[config.mk]
export PLATFORM = sky130hd
export DESIGN_NAME = mc_control_fsm
export DESIGN_NICKNAME = d
export VERILOG_FILES = /design/src/rtl/mc_control_fsm.sv
export SDC_FILE = /design/constraint.sdc
export NUM_CORES = 1
export LEC_CHECK = 0
export ABC_AREA = 1
export CORE_MARGIN = 4
export CORE_UTILIZATION = 23
export CTS_CLUSTER_SIZE = 28
export DETAILED_ROUTE_END_ITERATION = 8
export SLEW_MARGIN = 0
export SYNTH_ARGS = -nofsm -noshare
export SYNTH_HDL_FRONTEND = slang
export SYNTH_SLANG_ARGS = --single-unit
[constraint.sdc]
create_clock -name clk -period 4.1 [get_ports clk]
set_clock_uncertainty 0.1 [all_clocks]
set_input_delay 0.82 -clock clk [delete_from_list [all_inputs] [get_ports clk]]
set_output_delay 0.82 -clock clk [all_outputs]
set_load 0.02 [all_outputs]
[src/rtl/mc_control_fsm.sv]
// mc_control_fsm: multicycle fetch/decode/execute/memory/writeback sequencer with memory-wait timeout.
// Define MC_PERF_COUNT_EN to add the cycle_count/instr_count performance counters.
module mc_control_fsm #(
    parameter int MEM_TIMEOUT = 16
) (
    input  logic       clk,
    input  logic       rst,
    input  logic [1:0] Op,
    input  logic [5:0] Funct,
    input  logic [3:0] Rd,
    input  logic       NoWrite,
    input  logic       CondEx,
    input  logic       mem_ready,
    output logic       mem_req,
    output logic       MemW,
    output logic       AdrSrc,
    output logic       IRWrite,
    output logic       PCWrite,
    output logic       RegW,
    output logic [1:0] ALUSrcA,
    output logic [1:0] ALUSrcB,
    output logic       ALUOp,
    output logic [1:0] ResultSrc,
    output logic [3:0] state,
    output logic       instr_retire,
    output logic       illegal,
    output logic       mem_err
`ifdef MC_PERF_COUNT_EN
    ,
    output logic [31:0] cycle_count,
    output logic [31:0] instr_count
`endif
);
    typedef enum logic [3:0] {
        FETCH  = 4'd0,
        DECODE = 4'd1,
        MEMADR = 4'd2,
        MEMRD  = 4'd3,
        MEMWB  = 4'd4,
        MEMWR  = 4'd5,
        EXECR  = 4'd6,
        EXECI  = 4'd7,
        ALUWB  = 4'd8,
        BRANCH = 4'd9
    } state_t;

    localparam int CW = MEM_TIMEOUT > 1 ? $clog2(MEM_TIMEOUT) : 1;

    state_t        cur, nxt;
    logic [CW-1:0] wcnt;
    logic          expired;
    logic          unused;

    assign unused  = ^Funct[4:1];
    assign state   = cur;
    assign expired = !mem_ready && wcnt == CW'(MEM_TIMEOUT - 1);

    always_ff @(posedge clk or posedge rst) begin
        if (rst) begin
            cur  <= FETCH;
            wcnt <= '0;
        end else begin
            cur  <= nxt;
            // only the three wait states ever hold, and an abort re-enters FETCH
            wcnt <= (nxt != cur || mem_err) ? '0 : wcnt + 1'b1;
        end
    end

    always_comb begin
        nxt          = cur;
        mem_req      = 1'b0;
        MemW         = 1'b0;
        AdrSrc       = 1'b0;
        IRWrite      = 1'b0;
        PCWrite      = 1'b0;
        RegW         = 1'b0;
        ALUSrcA      = 2'b00;
        ALUSrcB      = 2'b00;
        ALUOp        = 1'b0;
        ResultSrc    = 2'b00;
        instr_retire = 1'b0;
        illegal      = 1'b0;
        mem_err      = 1'b0;
        case (cur)
            FETCH: begin
                mem_req   = 1'b1;
                ALUSrcA   = 2'b01;
                ALUSrcB   = 2'b10;
                ResultSrc = 2'b10;
                IRWrite   = mem_ready;
                PCWrite   = mem_ready;
                mem_err   = expired;
                nxt       = mem_ready ? DECODE : FETCH;
            end
            DECODE: begin
                ALUSrcA   = 2'b01;
                ALUSrcB   = 2'b10;
                ResultSrc = 2'b10;
                illegal   = CondEx && Op == 2'b11;
                nxt       = !CondEx       ? FETCH :
                            Op == 2'b01   ? MEMADR :
                            Op == 2'b10   ? BRANCH :
                            Op == 2'b11   ? FETCH :
                            Funct[5]      ? EXECI : EXECR;
            end
            MEMADR: begin
                ALUSrcB = 2'b01;
                nxt     = Funct[0] ? MEMRD : MEMWR;
            end
            MEMRD: begin
                mem_req = 1'b1;
                AdrSrc  = 1'b1;
                mem_err = expired;
                nxt     = mem_ready ? MEMWB : expired ? FETCH : MEMRD;
            end
            MEMWB: begin
                ResultSrc    = 2'b01;
                RegW         = 1'b1;
                PCWrite      = &Rd;
                instr_retire = 1'b1;
                nxt          = FETCH;
            end
            MEMWR: begin
                mem_req      = 1'b1;
                AdrSrc       = 1'b1;
                MemW         = !expired;
                mem_err      = expired;
                instr_retire = mem_ready;
                nxt          = (mem_ready || expired) ? FETCH : MEMWR;
            end
            EXECR: begin
                ALUOp = 1'b1;
                nxt   = ALUWB;
            end
            EXECI: begin
                ALUSrcB = 2'b01;
                ALUOp   = 1'b1;
                nxt     = ALUWB;
            end
            ALUWB: begin
                RegW         = !NoWrite;
                PCWrite      = &Rd && !NoWrite;
                instr_retire = 1'b1;
                nxt          = FETCH;
            end
            BRANCH: begin
                ALUSrcB      = 2'b01;
                ResultSrc    = 2'b10;
                PCWrite      = 1'b1;
                instr_retire = 1'b1;
                nxt          = FETCH;
            end
            default: nxt = FETCH;
        endcase
        if (expired && cur == FETCH)
            nxt = FETCH;
        // hold every control quiet while reset is asserted
        if (rst) begin
            {mem_req, MemW, AdrSrc, IRWrite, PCWrite, RegW} = '0;
            {ALUSrcA, ALUSrcB, ALUOp, ResultSrc}            = '0;
            {instr_retire, illegal, mem_err}                = '0;
        end
    end

`ifdef MC_PERF_COUNT_EN
    always_ff @(posedge clk or posedge rst) begin
        if (rst) begin
            cycle_count <= '0;
            instr_count <= '0;
        end else begin
            cycle_count <= cycle_count + 32'd1;
            instr_count <= instr_count + 32'(instr_retire);
        end
    end
`endif
endmodule

==> run summary <==
CP Class: input pin to output port
hold buffer count at CTS: 0
final setup vio count: 0
Hold WC Path Type: register to register
YS warnings: 0
Placed Cells: 187
final worst path period share: 82.5%
Vias: 813
pwr dens: 570 nW/um^2
Mapped Cells: 114
post-CTS setup buffer count: 0
first-pass GRT wire length: 3400 um
Placeable Area: 3050 sq um
die width: 64.4 um
Initial Util: 23.9%
Seq cells post-synth: 8
Nets: 166
setup TNS: 0 ps
Mean Syn Cell Area: 6.41 sq um
highest-count cells in the layout ignoring fill and taps: clkdlybuf4s50_1, nor2_1, nand2_1
maximum fanout along the worst path: 13
syn nets: 132
CP Data Arrival Time: 2460 ps
1st-iter DRT viols: 16
clock buffer depth: 2
CP required: 3180 ps
distinct cell type count after synthesis: 30
endpoints failing hold: 0
Total Wirelength: 2000 um
port bufs: 31
Placement Setup Slack: 698 ps
die height: 64.4 um
Max VDD drop: 214 uV
initial antenna violation count: 0
worst setup margin: 718 ps
number of max-cap violations: 0
Inserted Diodes: 0
fin. max-slew vios: 0
layout cells sized above 1: 13.0%
die footprint: 4140 sq um
row count: 20
clock period minus worst slack: 3380 ps
Peak Freq: 296 MHz
Critical Path End Type: output port
clk root buf: clkbuf_4
I/O pin cnt: 37
H-tree depth: 1
Area growth, synth to finish: 51.5%
GP Congestion: 0.898
CTS tree: yes
global route overflow: 0
Final Non-Filler Cells: 190
vias per cell: 4.28
antenna-violating nets left: 0
Reg clk slew, reported paths: 50 ps
cts bufs inserted: 3
Cell Area, Synth: 731 sq um
Seq/Total Area, Yosys: 27.4%
First-pass DRT Iterations: 4
number of global-route vias before repair: 822
Routed WL per cell: 10.5 um
most common cell after layout, fill and taps aside: clkdlybuf4s50_1
clock sinks: 8
Leakage: 0.503 nW
Post-DP HPWL: 1740 um
DRC violations left: 0
run status: complete, no violations
gr usage total: 10.0%
Startpoint Class: input pin
number of gates resized after cts: 0
RSZ-0062 raised after global routing: false
largest net degree at the start of global routing: 14
clk_lat worst skew: 240 ps
==> logic make-up (layout without fill, tap and decap cells) <==
kind of cell	Yosys count	in the layout	share of synthesized area (%)
other	1	1	0.513
AOI/OAI and AO/OA	14	14	12.2
xor gates and xnor gates	2	2	2.40
adders and majority gates	1	1	1.71
and+or+nand+nor	67	67	44.0
DFF	8	8	27.4
buffers and inverters	21	53	11.8
==> power breakdown <==
group / internal, mW / leakage [nW] / switching (mW)
combinational: 0.178 / 0.382 / 0.257
clock: 0.0333 / 0.0138 / 0.0236
sequential: 0.104 / 0.108 / 0.0364
total: 0.315 / 0.503 / 0.317
==> synthesized netlist by cell type <==
library cell	instances	share of area, %
a21oi_1	1	0.68
a21oi_2	2	2.4
a31oi_1	4	3.4
and2_4	1	1.2
buf_4	2	2.1
clkbuf_1	1	0.51
clkinv_1	1	0.51
conb_1	1	0.51
dfrtp_1	8	27
ha_1	1	1.7
inv_1	15	7.7
inv_2	2	1.0
nand2_1	18	9.2
nand2_2	1	0.86
nand2_4	1	1.5
nand3_1	13	8.9
nand3_2	1	1.4
nand3b_1	1	1.0
nand4_1	1	0.86
nor2_1	19	9.8
nor2_2	4	3.4
nor2_4	1	1.5
nor3_1	5	3.4
o21ai_0	3	2.1
o21ai_1	2	1.4
o21ai_2	1	1.2
o21bai_1	1	1.0
or2_2	1	0.86
xnor2_1	1	1.2
xor2_1	1	1.2
==> worst max-delay path, stage by stage <==
cell,delay [ps]
clkdlybuf4s50_1,630
inv_1,200
nand3_1,130
inv_1,70
clkdlybuf4s50_1,600
==> metrics by stage <==
stage / instance area, sq um / hold slack, ps / power (mW) / util (%)
after floorplan: 731 / 330 / 0.421 / -
after global placement: 1080 / 344 / 0.570 / 35.5
after detailed placement: 1080 / 363 / 0.577 / 35.5
after CTS: 1110 / 370 / 0.638 / 36.3
after global routing: 1110 / 394 / 0.686 / 36.3
final: 1110 / 369 / 0.631 / 36.3
==> area by class of cell <==
type | count | area (sq um)
Tap cell | 44 | 55.1
Fill cell | 340 | 1950
Multi-Input combinational cell | 85 | 444
Timing Repair Buffer | 32 | 318
Sequential cell | 8 | 200
Clock buffer | 3 | 22.5
Inverter | 18 | 67.6
==> registers in the layout, summed over array words and instances, names as in the netlist <==
register,cells
wcnt,4
state,4
==> final timing paths <==
kind	cells after the start	from	endpoint	slack, ps
setup / recovery	5	rst	mem_err	720
min in group asynchronous	3	rst	wcnt[2]	1170
hold / removal	1	wcnt[0]	wcnt[0]	370
max in group asynchronous	3	rst	state[0]	2600
hold reg to reg	1	wcnt[0]	wcnt[0]	370
setup reg to reg	10	state[1]	wcnt[0]	2490
==> routing by layer <==
metal	wire length [um]	global-route usage, %	up-vias	share of wire [%]
li1	-	-	427	-
met1	892	11.0	372	45
met2	1010	18.3	14	51
met3	93	2.64	0	4.7
met4	0	3.43	0	0
met5	0	0	-	0
Note: power is estimated with default switching activity, not from simulation.
